===== config.mk =====
export PLATFORM = sky130hd
export DESIGN_NAME = score_streak_engine
export DESIGN_NICKNAME = d
export VERILOG_FILES = /design/src/rtl/score_streak_engine.sv
export SDC_FILE = /design/constraint.sdc
export NUM_CORES = 1
export LEC_CHECK = 0
export ABC_AREA = 1
export BUFFER_PORTS_ARGS = -buffer_cell sky130_fd_sc_hd__buf_2
export CORE_UTILIZATION = 63
export DETAILED_ROUTE_END_ITERATION = 16
export GPL_TIMING_DRIVEN = 0
export PLACE_DENSITY = 0.83
export SLEW_MARGIN = 5
export SYNTH_ARGS = -nofsm -noshare
export SYNTH_HDL_FRONTEND = slang
export SYNTH_SLANG_ARGS = --single-unit

===== constraint.sdc =====
create_clock -name clk -period 13.6 [get_ports clk]
set_clock_uncertainty 0.1 [all_clocks]
set_input_delay 2.04 -clock clk [delete_from_list [all_inputs] [get_ports clk]]
set_output_delay 2.04 -clock clk [all_outputs]
set_load 0.01 [all_outputs]

===== src/rtl/score_streak_engine.sv =====
// rtl/score_streak_engine.sv - per-player score, streak, best streak and combo multiplier engine
//
// Ports:
//   clk          system clock
//   reset        asynchronous active-low reset, zeroes every channel while low
//   clear        synchronous song-restart, zeroes every channel, beats any judgement
//   judge_valid  bit p = judgement present for player p this cycle
//   judge        bits [2p+1:2p] per player: 00 none, 01 miss, 10 good, 11 perfect
//   score        per-player saturating score, player p at [p*SCORE_W +: SCORE_W]
//   streak       per-player current streak, player p at [p*STREAK_W +: STREAK_W]
//   best_streak  per-player longest streak since reset/clear
//   mult         per-player combo multiplier (1..MAX_MULT), player p at [4p +: 4]
//   milestone    one-cycle pulse when a player's multiplier moves up a tier

module score_streak_engine #(
    parameter int NUM_PLAYERS = 2,
    parameter int SCORE_W     = 32,
    parameter int STREAK_W    = 16,
    parameter int GOOD_PTS    = 50,
    parameter int PERFECT_PTS = 100,
    parameter int TIER_LEN    = 10,
    parameter int MAX_MULT    = 4
) (
    input  logic                            clk,
    input  logic                            reset,
    input  logic                            clear,
    input  logic [NUM_PLAYERS-1:0]          judge_valid,
    input  logic [2*NUM_PLAYERS-1:0]        judge,
    output logic [NUM_PLAYERS*SCORE_W-1:0]  score,
    output logic [NUM_PLAYERS*STREAK_W-1:0] streak,
    output logic [NUM_PLAYERS*STREAK_W-1:0] best_streak,
    output logic [4*NUM_PLAYERS-1:0]        mult,
    output logic [NUM_PLAYERS-1:0]          milestone
);

    // Product must hold the larger base value times the largest legal multiplier (15).
    localparam int BASE_MAX = (PERFECT_PTS > GOOD_PTS) ? PERFECT_PTS : GOOD_PTS;
    localparam int PROD_W_R = $clog2(BASE_MAX * 15 + 1);
    localparam int PROD_W   = (PROD_W_R < 4) ? 4 : PROD_W_R;
    // One bit of headroom over the wider operand so the carry is never lost.
    localparam int SUM_W    = ((SCORE_W > PROD_W) ? SCORE_W : PROD_W) + 1;

    localparam logic [SUM_W-1:0]    SCORE_MAX = SUM_W'({SCORE_W{1'b1}});
    localparam logic [PROD_W-1:0]   GOOD_B    = PROD_W'(GOOD_PTS);
    localparam logic [PROD_W-1:0]   PERF_B    = PROD_W'(PERFECT_PTS);
    localparam logic [31:0]         TIER_B    = 32'(TIER_LEN);
    localparam logic [31:0]         MMAX_B    = 32'(MAX_MULT);

    for (genvar p = 0; p < NUM_PLAYERS; p++) begin : g_player
        logic [SCORE_W-1:0]  score_q;
        logic [STREAK_W-1:0] streak_q;
        logic [STREAK_W-1:0] best_q;
        logic [3:0]          mult_q;
        logic                ms_q;

        logic [1:0]          code;
        logic [PROD_W-1:0]   base_pts;
        logic [PROD_W-1:0]   pts;
        logic [SUM_W-1:0]    sum;
        logic [SCORE_W-1:0]  score_sat;
        logic                streak_full;
        logic [STREAK_W-1:0] streak_inc;
        logic [31:0]         tier_mult;
        logic [3:0]          mult_new;
        logic [STREAK_W-1:0] best_new;

        always_comb begin
            code        = judge[2*p +: 2];
            // Bit 0 separates perfect (11) from good (10).
            base_pts    = code[0] ? PERF_B : GOOD_B;
            // Points use the multiplier in force before this hit lands.
            pts         = base_pts * PROD_W'(mult_q);
            sum         = SUM_W'(score_q) + SUM_W'(pts);
            score_sat   = (sum > SCORE_MAX) ? {SCORE_W{1'b1}} : sum[SCORE_W-1:0];

            streak_full = (streak_q == {STREAK_W{1'b1}});
            streak_inc  = streak_q + STREAK_W'(1);

            tier_mult   = 32'(streak_inc) / TIER_B + 32'd1;
            mult_new    = (tier_mult > MMAX_B) ? MMAX_B[3:0] : tier_mult[3:0];

            best_new    = (streak_inc > best_q) ? streak_inc : best_q;
        end

        always_ff @(posedge clk or negedge reset) begin
            if (!reset) begin
                score_q  <= '0;
                streak_q <= '0;
                best_q   <= '0;
                mult_q   <= 4'd1;
                ms_q     <= 1'b0;
            end else if (clear) begin
                score_q  <= '0;
                streak_q <= '0;
                best_q   <= '0;
                mult_q   <= 4'd1;
                ms_q     <= 1'b0;
            end else begin
                ms_q <= 1'b0;
                if (judge_valid[p]) begin
                    case (code)
                        2'b01: begin
                            streak_q <= '0;
                            mult_q   <= 4'd1;
                        end
                        2'b10, 2'b11: begin
                            // Score keeps accruing even once the streak is pinned.
                            score_q <= score_sat;
                            if (!streak_full) begin
                                streak_q <= streak_inc;
                                mult_q   <= mult_new;
                                best_q   <= best_new;
                                ms_q     <= (mult_new > mult_q);
                            end
                        end
                        default: ;
                    endcase
                end
            end
        end

        assign score[p*SCORE_W +: SCORE_W]        = score_q;
        assign streak[p*STREAK_W +: STREAK_W]     = streak_q;
        assign best_streak[p*STREAK_W +: STREAK_W] = best_q;
        assign mult[4*p +: 4]                     = mult_q;
        assign milestone[p]                       = ms_q;
    end

endmodule


Yosys cells after proc, flatten, opt, wreduce, memory -nomap -nowiden
Index checks and enable logic that the tools add are counted.
{"block": "classes", "n_addsub": 6, "multipliers": 2, "div_mod_pow": 2, "n_lt_le_gt_ge": 8, "n_eq_ne": 12, "muxes": 46, "reduce_logical": 16}
{"op": "two-way mux 16 bit", "n": 16}
{"op": "two-way mux 32 bit", "n": 8}
{"op": "adder 32 x 11 -> 33 bit", "n": 2}
{"op": "greater-than comparator 33 x 32 -> 1 bit (second input constant)", "n": 2}
{"op": "adder 32 x 1 -> 32 bit (second input constant)", "n": 2}
{"op": "divider 16 x 4 -> 32 bit (second input constant)", "n": 2}
{"op": "greater-than comparator 32 x 3 -> 1 bit (second input constant)", "n": 2}
{"op": "one-hot mux 16 bit (2 select lines)", "n": 2}
{"op": "adder 16 x 1 -> 16 bit (second input constant)", "n": 2}
{"op": "== test 16 bit (second input constant)", "n": 2}
{"op": "greater-than comparator 16 bit", "n": 2}
{"op": "two-way mux 4 bit", "n": 8}
{"op": "multiplier 7 x 4 -> 11 bit", "n": 2}
{"op": "one-hot mux 4 bit (2 select lines)", "n": 2}
{"op": "two-way mux 7 bit", "n": 2}
{"op": "nonzero test 2 bit", "n": 6}
{"op": "== test 2 bit (second input constant)", "n": 4}
{"op": "greater-than comparator 4 bit", "n": 2}
{"op": "two-way mux 1 bit", "n": 8}
{"op": "AND reduction 4 bit", "n": 2}
{"op": "!= test 3 bit (second input constant)", "n": 2}
{"op": "AND reduction 3 bit", "n": 2}
{"op": "nonzero test 3 bit", "n": 2}
{"op": "== test 2 x 1 -> 1 bit (second input constant)", "n": 2}
{"op": "3 further kinds", "n": 6}
{"block": "totals", "reg_bits": 138, "inputBits": 9}

Logic depth before layout (Yosys ltp)
Gate-level depths: netlist of the first run.
{"block": "logic_depth", "word_depth": 10, "ltp_mapped": 102, "depth_no_buf": 99}

Worst setup path after synthesis of the first run
Ideal clock, no wire load.
{"block": "synth_timing", "path_type": "register to register", "start": "reg g_player[1].streak_q[0]", "end": "reg g_player[1].ms_q", "arrival_time_ns": 10.422, "required_time_ns": 13.384, "path_slack_ns": 2.962, "path_stages_with_launch": 87, "path_buffers": 6, "period_less_slack_ns": 10.638, "path_cell_list": "dfrtp_1 > ha_1 > nand2_1 > nor2_2 > nand2_2 > nand2_4 > nand2_4 > ha_1 > inv_1 > nand2_2 > nand2_2 > nand4_4 > nand2_2 > nand2_2 > o21ai_4 > nand4_4 > nand2_2 > nand2_1 > [51 not listed] > ha_1 > nand2_1 > nor2_1 > nand3_1 > nor2_1 > nand3_1 > nor2_1 > xor2_1 > nor4b_1 > nand3_1 > nor2_2 > nand3_1 > nor2_2 > ha_1 > a21oi_1 > o21ai_0 > nand3_1 > nor2_1"}
{"block": "synth_between", "elab_chain_cells": 10, "word_cells_on_any_way": 11, "classes_between": "add/sub (2); div (1); order compare (2); eq/ne (1); mux (5)"}
{"item": "from (decl)", "line": "51", "rtl": "logic [STREAK_W-1:0] streak_q;"}
{"item": "from (signal assigned)", "line": "110", "rtl": "streak_q <= streak_inc;"}
{"item": "adder 16 x 1 -> 16 bit", "line": "77", "rtl": "streak_inc = streak_q + STREAK_W'(1);"}
{"item": "divider 16 x 4 -> 32 bit", "line": "79", "rtl": "tier_mult = 32'(streak_inc) / TIER_B + 32'd1;"}
{"item": "adder 32 x 1 -> 32 bit", "line": "79"}
{"item": "greater-than comparator 32 x 3 -> 1 bit", "line": "80", "rtl": "mult_new = (tier_mult > MMAX_B) ? MMAX_B[3:0] : tier_mult[3:0];"}
{"item": "two-way mux 4 bit", "line": "80"}
{"item": "greater-than comparator 4 bit", "line": "113", "rtl": "ms_q <= (mult_new > mult_q);"}
{"item": "two-way mux 1 bit *", "line": "109", "rtl": "if (!streak_full) begin"}
{"item": "two-way mux 1 bit *", "line": "101", "rtl": "case (code)"}
{"item": "two-way mux 1 bit *", "line": "100", "rtl": "if (judge_valid[p]) begin"}
{"item": "two-way mux 1 bit *", "line": "92", "rtl": "end else if (clear) begin"}
{"item": "to (signal assigned)", "line": "113"}
{"item": "to (decl)", "line": "54", "rtl": "logic ms_q;"}
Every way passes the cells marked *; elsewhere a longest branch is shown, timed or not.
A chain may end at the register's enable or synchronous reset.

Worst setup path in the final report of the first run
{"block": "layout_timing", "start": "reg g_player[1].streak_q[1]", "end": "reg g_player[1].ms_q"}
Same word-level chain as after synthesis.

==> qor.yml, run 1 <==
status: "completed"
vdd_drop_max_uv: 81.6
drv_slew: 0
final-hold-violation-count: 0
period_share: 0.934
ant_nets: 0
overflow: 0
dieHeight_um: 177
ff2ff_path_depth: 86
clock-sinks: 138
dominantRegCellSynth: "dfrtp_1"
syn_to_final_growth_pct: 10.3
p_leak_nw: 12.4
worstSkewPairLatency_ns: 0.44
r2r_start: "g_player[1].streak_q[1]"
worst-path-stages: 86
finish.instance_area_mm2: 0.0213
start_util: 0.647
syn_avg_cell_area_um2: 6.80
setup_tns_ns: 0
place_area_mm2: 0.0206
grt_pass1_wl_um: 88900
place_congestion: 0.990
crit_buf_inv: 6
synth.largest_area_cell: "dfrtp_1"
dp_hpwl_um: 43000
drive_gt1_frac: 0.222
crit_top_cell: "nand2_2"
rsz0062_at_grt: "false"
port_buffers: 144
yosysSeqAreaShare: 0.179
critPathMaxFanout: 11
slew_headroom: 0.400
core_area_mm2: 0.0299
synth_cells: 2841
r2r-end: "g_player[1].ms_q"
cts_made_buffers: 17
critPathTopFamily: "simple AND/OR/NAND/NOR gates"
routedWlPerCell_um: 15.8
grt_usage: 0.346
die_w_um: 177
synth_edf_count: 0
synth_area_leaders: "dfrtp_1 (18%), nand2_1 (13%), inv_1 (8.1%), nand3_1 (6.6%), ha_1 (5.7%)"
antenna_found_initial: 0
synth-async-reset-ratio: 1.00
combPwrFrac: 0.159
power.switching_mw: 0.336
cap_violations: 0
cp-start-kind: "flip-flop"
rrSetupSlack_ns: 0.90
drcViolationCount: 0
grt_pass1_vias: 18600
arrival_ns: 12.93
pwr-share-seq: 0.386
fmax_mhz: 78.7
required_ns: 13.83
clock_power_share: 0.454
worstSetupPathType: "flip-flop to flip-flop"
die-area_mm2: 0.0314
grt_max_degree: 76
powerDensity_mw_per_mm2: 52.8
hold_path.class: "flip-flop to flip-flop"
cp_slowest_cell: "dfrtp_1"
drt_pre_antenna_iters: 6
synth_area_mm2: 0.0193
yosysTopAreaCellShare: 0.176
drt_iter0_markers: 1447
ys_seq_elements: 138
internal-power_mw: 0.790
multi_input_area_mm2: 0.0136
ios: 147
clk_path_buf_depth: 2
root_buffer: "clkbuf_16"
endpoint_kind: "flip-flop"
ys_warn_count: 0
startpoint: "g_player[1].streak_q[1]"
max_stage_delay_ns: 0.45
seqCellArea_mm2: 0.00346
final_util: 0.713
cts_tree: "yes"
num_rows: 63
finalSetupViolCount: 0
clkSlewWorstSetupHoldPaths_ns: 0.06
routed_wl_um: 54000
htreeDepth: 4
vias: 19600
endpoint: "g_player[1].ms_q"
synth_cell_types: 77
fillers: 2442
viasPerCell: 5.73
antenna_cells: 0
swShare: 0.298
fin_crit_ns: 12.70
worstMarginPinSlew_ns: 0.892
nNetsFinal: 3138
## kinds of logic (layout without fill, tap and decap cells)
logic type	count (synthesis)	count (layout)	share of synthesized area
simple gates	1634	1634	0.470
buf+inv	544	727	0.123
compound gates	309	309	0.0992
flops	138	138	0.179
fa+ha+maj	110	110	0.0798
xor+xnor	104	104	0.0489
other cells	2	10	0.000389
## final cells by class
class,count,area share
Multi-Input combinational cell,2167,0.636
Sequential cell,138,0.162
Inverter,479,0.0866
Timing Repair Buffer,151,0.0375
Buffer,65,0.0250
Tap cell,390,0.0229
Clock buffer,21,0.0221
Clock inverter,11,0.00740
## cells in the final DEF (no fill, tap or decap), drive strengths merged, types with 4 or more instances in the layout
master	instances
fa	22
nor4	15
buf	181
dfrtp	136
o21ai	117
o22ai	51
a211oi	5
nand3b	19
nor2	272
o211ai	19
conb	10
nand3	330
inv	455
nand4	120
clkbuf	56
xnor2	26
a21o	4
xor2	78
clkinv	31
o221ai	17
nand2	833
nor3	28
ha	88
a21oi	73
o21bai	10
or2	9
## per-stage QoR
step	power, mW	setup slack, ns	std cells	hold WS (ns)
detailed placement	0.613	0.786	3384	0.384
CTS	1.12	0.720	3416	0.399
finish	1.13	0.896	3422	0.401
global placement	0.605	1.23	3383	0.368
floorplan	0.549	2.96	2849	0.417
global route	1.16	0.0156	3422	0.438
## Yosys cell counts, types with 4 or more instances
cell	count
nand2_1	645
inv_1	419
nand3_1	256
nor2_1	191
dfrtp_1	136
nand2_2	126
nand4_1	104
o21ai_0	101
ha_1	88
xor2_1	75
a21oi_1	65
nand2_4	61
nand3_2	51
o22ai_1	51
nor2_2	40
nor2_4	32
clkbuf_1	27
inv_2	26
xnor2_1	26
nand3_4	23
nor3_1	23
fa_1	22
buf_6	19
o211ai_1	18
o221ai_1	17
nand3b_1	16
clkinv_1	15
nor4_1	15
clkinv_2	10
nand4_2	10
o21bai_1	10
nor2_8	9
or2_2	9
clkbuf_8	8
a21oi_2	7
o21ai_2	7
nand4_4	6
o21ai_1	6
a211oi_1	5
buf_4	4
inv_4	4
nor3_2	4
## metal layers
layer / wire length [um] / part of all wire / global-route usage / vias up
met5: 0 / 0 / 0 / -
met4: 1660 / 0.031 / 0.132 / 0
met3: 2930 / 0.054 / 0.0359 / 129
met2: 26300 / 0.49 / 0.606 / 656
met1: 23100 / 0.43 / 0.433 / 9163
li1: - / - / - / 9649
## how the worst min path moves through the flow
stage,from,to,slack [ns],depth (start not counted)
floorplan,g_player[1].score_q[0],g_player[1].score_q[0],0.42,2
global placement,g_player[1].score_q[0],g_player[1].score_q[0],0.37,2
detailed placement,g_player[1].score_q[0],g_player[1].score_q[0],0.38,2
CTS,g_player[1].score_q[0],g_player[1].score_q[0],0.40,2
global route,g_player[1].score_q[0],g_player[1].score_q[0],0.44,2
finish,g_player[1].score_q[0],g_player[1].score_q[0],0.40,2
## power by group through the flow
stage,logic (mW),clock network [mW],registers [mW]
finish,0.179,0.511,0.435
global route,0.198,0.527,0.436
CTS,0.176,0.508,0.434
detailed placement,0.171,0,0.442
global placement,0.164,0,0.441
floorplan,0.106,0,0.443
## repair_timing
item / in CTS / in global routing
resized for setup: 0 / 10
hold buffers: 0 / 0
buffers inserted: 0 / 6
endpoints found under the setup margin: 0 / 1
## worst min-delay path: stages, from the launching register on
cell	delay (ns)
dfrtp_1	0.35
nand2_1	0.06
nand2_1	0.06
## registers in the layout (all words and copies together), names as in the netlist
register / flops
g_player.ms_q: 2
g_player.mult_q: 8
g_player.best_q: 32
g_player.score_q: 64
g_player.streak_q: 32
No activity file was read; power rests on OpenSTA's default activity.
==> inputs of run 2 (changes only) <==
--- a/config.mk
+++ b/config.mk
@@ -7,6 +7,7 @@
 export LEC_CHECK = 0
 export ABC_AREA = 1
 export BUFFER_PORTS_ARGS = -buffer_cell sky130_fd_sc_hd__buf_2
+export CORE_ASPECT_RATIO = 2
 export CORE_UTILIZATION = 63
 export DETAILED_ROUTE_END_ITERATION = 16
 export GPL_TIMING_DRIVEN = 0
==> run 2 against run 1 <==
  * Clock-buffer cell count unchanged
  * Die area increased by 0.14%
  * Global-route usage rose by 2.3 points
  * Non-clock buffer count increased by 1
  * Utilization is 0.83 points lower
  * Register-to-register slack better by 0.07 ns
  * Critical endpoint unchanged
  * Largest cell class unchanged
  * Highest routed layer unchanged
==> qor.yml, run 2 (synthesis results as in run 1) <==
htreeDepth: 4
vias: 20100
clk_path_buf_depth: 2
cp_slowest_cell: "dfrtp_1"
layout_commonest_cell: "nand2_1"
arrival_ns: 12.86
final-hold-violation-count: 0
grt_pass1_vias: 20300
critPathMaxFanout: 11
powerDensity_mw_per_mm2: 51.7
fin_ws_ns: 0.971
largest_register_ffs: 64
regMostFlops: "g_player.score_q"
ant_nets: 0
fin_crit_ns: 12.63
finalSetupViolCount: 0
dieHeight_um: 250
slew_headroom: 0.425
largestRegisters: "g_player.score_q (64), g_player.best_q (32), g_player.streak_q (32)"
dp_hpwl_um: 47100
die-area_mm2: 0.0314
worstSkewPairLatency_ns: 0.44
drt_pre_antenna_iters: 6
routed_wl_um: 57600
seqCellArea_mm2: 0.00346
place_congestion: 0.983
syn_to_final_growth_pct: 10.1
grt_pass1_wl_um: 93500
drt_iter0_markers: 1176
fin_cells: 3401
status: "completed"
period_share: 0.929
worstSetupPathType: "flip-flop to flip-flop"
overflow: 0
max_stage_delay_ns: 0.44
place_area_mm2: 0.0206
required_ns: 13.83
total_power_mw: 1.10
finish.instance_area_mm2: 0.0213
antenna_cells: 0
place_ws_ns: 0.640
cts_tree: "yes"
vdd_drop_max_uv: 89.5
ios: 147
multi_input_area_mm2: 0.0136
num_rows: 90
fillers: 2586
critPathTopFamily: "simple AND/OR/NAND/NOR gates"
clkSlewWorstSetupHoldPaths_ns: 0.07
fmax_mhz: 79.2
final_cell_mix: "nand2_1 (644), inv_1 (419), nand3_1 (256)"
drive_gt1_frac: 0.223
final_util: 0.705
crit_buf_inv: 7
hold_path.class: "flip-flop to flip-flop"
drv_slew: 0
grt_usage: 0.368
grt_max_degree: 80
root_buffer: "clkbuf_16"
antenna_found_initial: 0
crit_top_cell: "nand2_2"
endpoint_kind: "flip-flop"
viasPerCell: 5.91
cts_made_buffers: 17
core_area_mm2: 0.0302
dp_cells: 3362
worstMarginPinSlew_ns: 0.855
cp-start-kind: "flip-flop"
port_buffers: 144
nNetsFinal: 3139
die_w_um: 126
drcViolationCount: 0
clock-sinks: 138
p_leak_nw: 12.4
routedWlPerCell_um: 16.9
cap_violations: 0
start_util: 0.640
## run 2: cell count changes in the layout (fill, tap and decap cells not counted), sizes merged
cell	delta
buf	+1
inv	-3
clkinv	+2
clkinvlp	+1
## run 2: final cells by class
cell class | count | area share
Clock buffer | 21 | 0.0221
Inverter | 479 | 0.0868
Buffer | 65 | 0.0251
Multi-Input combinational cell | 2167 | 0.637
Clock inverter | 11 | 0.00671
Tap cell | 368 | 0.0216
Timing Repair Buffer | 152 | 0.0379
Sequential cell | 138 | 0.163
## run 2: path summary, 6_finish.rpt
kind                       slack [ns]                    start  cells after the start                      to
min                              0.41   g_player[1].score_q[0]                      2  g_player[1].score_q[0]
max reg2reg                      0.97  g_player[1].streak_q[4]                     86        g_player[1].ms_q
min in group asynchronous        1.54                    reset                      1  g_player[1].best_q[10]
max in group asynchronous       11.01                    reset                      2   g_player[0].mult_q[0]
max                              0.97  g_player[1].streak_q[4]                     86        g_player[1].ms_q
min reg2reg                      0.41   g_player[1].score_q[0]                      2  g_player[1].score_q[0]
## run 2: stage by stage
step / hold slack (ns) / TNS [ns]
final: 0.407 / 0
after global routing: 0.453 / -0.00118
after detailed placement: 0.393 / 0
after CTS: 0.413 / 0
after floorplan: 0.417 / 0
after global placement: 0.365 / 0
## run 2: repair_timing
| action | CTS | global route |
|---|---|---|
| resized for setup | 0 | 11 |
| setup endpoints to repair | 0 | 3 |
| setup buffers | 0 | 7 |
| hold buffers | 0 | 0 |
## run 2: routing by layer
layer	vias to the layer above	part of all wire	global-route usage
met5	-	0	0
met4	0	0.083	0.286
met3	298	0.048	0.0542
li1	9618	-	-
met2	745	0.54	0.717
met1	9436	0.33	0.333
## run 2: report_power, final
group	switching (mW)	total (mW)	internal, mW
Sequential	0.0133	0.434	0.421
Combinational	0.114	0.175	0.0611
Clock	0.188	0.490	0.302
## run 2: worst min-delay path, stage by stage (launching register included)
cell and delay [ns]:
dfrtp_1 0.35, nand2_1 0.06, nand2_1 0.06
==> inputs of run 3 (changes only) <==
--- a/config.mk
+++ b/config.mk
@@ -8,10 +8,10 @@
 export ABC_AREA = 1
 export BUFFER_PORTS_ARGS = -buffer_cell sky130_fd_sc_hd__buf_2
 export CORE_ASPECT_RATIO = 2
-export CORE_UTILIZATION = 63
+export CORE_UTILIZATION = 65
 export DETAILED_ROUTE_END_ITERATION = 16
 export GPL_TIMING_DRIVEN = 0
-export PLACE_DENSITY = 0.83
+export PLACE_DENSITY = 0.85
 export SLEW_MARGIN = 5
 export SYNTH_ARGS = -nofsm -noshare
 export SYNTH_HDL_FRONTEND = slang
==> constraint.sdc (replaced) <==
create_clock -name clk -period 16 [get_ports clk]
set_clock_uncertainty 0.1 [all_clocks]
set_input_delay 2.4 -clock clk [delete_from_list [all_inputs] [get_ports clk]]
set_output_delay 2.4 -clock clk [all_outputs]
set_load 0.01 [all_outputs]
==> run 3 against run 2 <==
  * Sequential share of layout area increased by 0.060 points
  * Setup slack improved by 1.6 ns
  * Register-to-register slack improved by 1.6 ns
  * Sequential cell count unchanged
  * Fmax decreased by 5.7%
  * Non-clock buffer count decreased by 7
  * Critical path depth decreased by 3
  * Combinational power decreased by 13%
  * Design area decreased by 0.41%
  * Die area decreased by 3.0%
  * Worst hold slack got worse by 0.020 ns
==> qor.yml, run 3 (synthesis results as in run 1) <==
rrSetupSlack_ns: 2.61
cts_tree: "yes"
dp_cells: 3354
r2r-end: "g_player[1].ms_q"
place_congestion: 0.982
layout_commonest_cell: "nand2_1"
r2r_start: "g_player[1].streak_q[0]"
hold_path.class: "flip-flop to flip-flop"
routedWlPerCell_um: 17.3
largest_register_ffs: 64
rsz0062_at_grt: "false"
arrival_ns: 13.62
fin_crit_ns: 13.39
finalSetupViolCount: 0
endpoint_kind: "flip-flop"
root_buffer: "clkbuf_16"
port_buffers: 144
final_cell_mix: "nand2_1 (645), inv_1 (419), nand3_1 (256)"
ios: 147
overflow: 0
met3_usage: 0.0826
die_w_um: 124
slew_headroom: 0.394
worstSetupPathType: "flip-flop to flip-flop"
die-area_mm2: 0.0305
critPathTopFamily: "simple AND/OR/NAND/NOR gates"
place_area_mm2: 0.0206
antenna_found_initial: 0
dieHeight_um: 246
drcViolationCount: 0
powerDensity_mw_per_mm2: 44.9
start_util: 0.665
post-cts-setup-buffers: 0
clock-sinks: 138
crit_buf_inv: 7
viasPerCell: 6.01
min_path_cells: 2
grt_use_met1: 0.357
hold_buffers: 0
critPathMaxFanout: 11
drive_gt1_frac: 0.218
clk_path_buf_depth: 2
syn_to_final_growth_pct: 9.68
cp_slowest_cell: "dfrtp_1"
dp_hpwl_um: 46800
worstHoldStart: "g_player[1].score_q[0]"
vias: 20300
status: "completed"
ff2ff_path_depth: 83
ant_nets: 0
grt_pass1_vias: 20500
setup_tns_ns: 0
drt_pre_antenna_iters: 6
num_rows: 88
min_to: "g_player[1].score_q[0]"
largestRegisters: "g_player.score_q (64), g_player.best_q (32), g_player.streak_q (32)"
regMostFlops: "g_player.score_q"
p_leak_nw: 12.3
total_power_mw: 0.950
nNetsFinal: 3132
antenna_cells: 0
vdd_drop_max_uv: 76.2
max_stage_delay_ns: 0.57
ctsResizeCount: 0
grt_util_met2: 0.721
final-hold-violation-count: 0
clkSlewWorstSetupHoldPaths_ns: 0.06
cp-start-kind: "flip-flop"
grt_max_degree: 84
period_share: 0.837
htreeDepth: 4
grt_pass1_wl_um: 94000
final_util: 0.729
finish.instance_area_mm2: 0.0212
cts_made_buffers: 17
required_ns: 16.23
grt.busiest_layer: "met2"
worstSkewPairLatency_ns: 0.44
fmax_mhz: 74.7
fin_cells: 3385
grt_usage: 0.391
routed_wl_um: 58500
worstMarginPinSlew_ns: 0.902
drt_iter0_markers: 1460
core_area_mm2: 0.0291
cap_violations: 0
drv_slew: 0
-- run 3: worst min-delay path, stage by stage (launching register included) --
cell and delay [ns]:
dfrtp_1 0.34, nand2_1 0.05, nand2_1 0.06
-- run 3: report_power, final --
group	switching, mW	internal [mW]
sequential	0.0113	0.358
clock	0.152	0.276
combinational	0.101	0.0518
-- run 3: cell type report --
type / instances / area, um^2
buffer: 65 / 533
clock buffer: 24 / 492
clock inverter: 7 / 138
fill: 2411 / 7880
inverter: 479 / 1850
multi-input combinational: 2167 / 13500
sequential: 138 / 3460
tap: 360 / 450
timing repair buffer: 145 / 754
-- run 3: worst max path at each step --
stage / from / endpoint / cells after the start
final: g_player[1].streak_q[0] / g_player[1].ms_q / 83
after global routing: g_player[1].streak_q[0] / g_player[1].ms_q / 84
after CTS: g_player[1].streak_q[0] / g_player[1].ms_q / 83
after detailed placement: g_player[1].streak_q[0] / g_player[1].ms_q / 83
after global placement: g_player[1].streak_q[0] / g_player[1].ms_q / 83
after floorplan: g_player[1].streak_q[0] / g_player[1].ms_q / 86
-- run 3: layer usage --
metal,wire length [um],vias to the layer above
met2,31100,900
met1,18900,9505
met5,0,-
met3,3670,323
met4,4790,0
li1,-,9620
-- run 3: per-stage QoR --
stage / setup slack [ns] / hold slack, ns
final: 2.61 / 0.388
after global routing: 1.51 / 0.411
after CTS: 2.92 / 0.388
after detailed placement: 3.03 / 0.372
after global placement: 3.33 / 0.365
after floorplan: 5.36 / 0.417
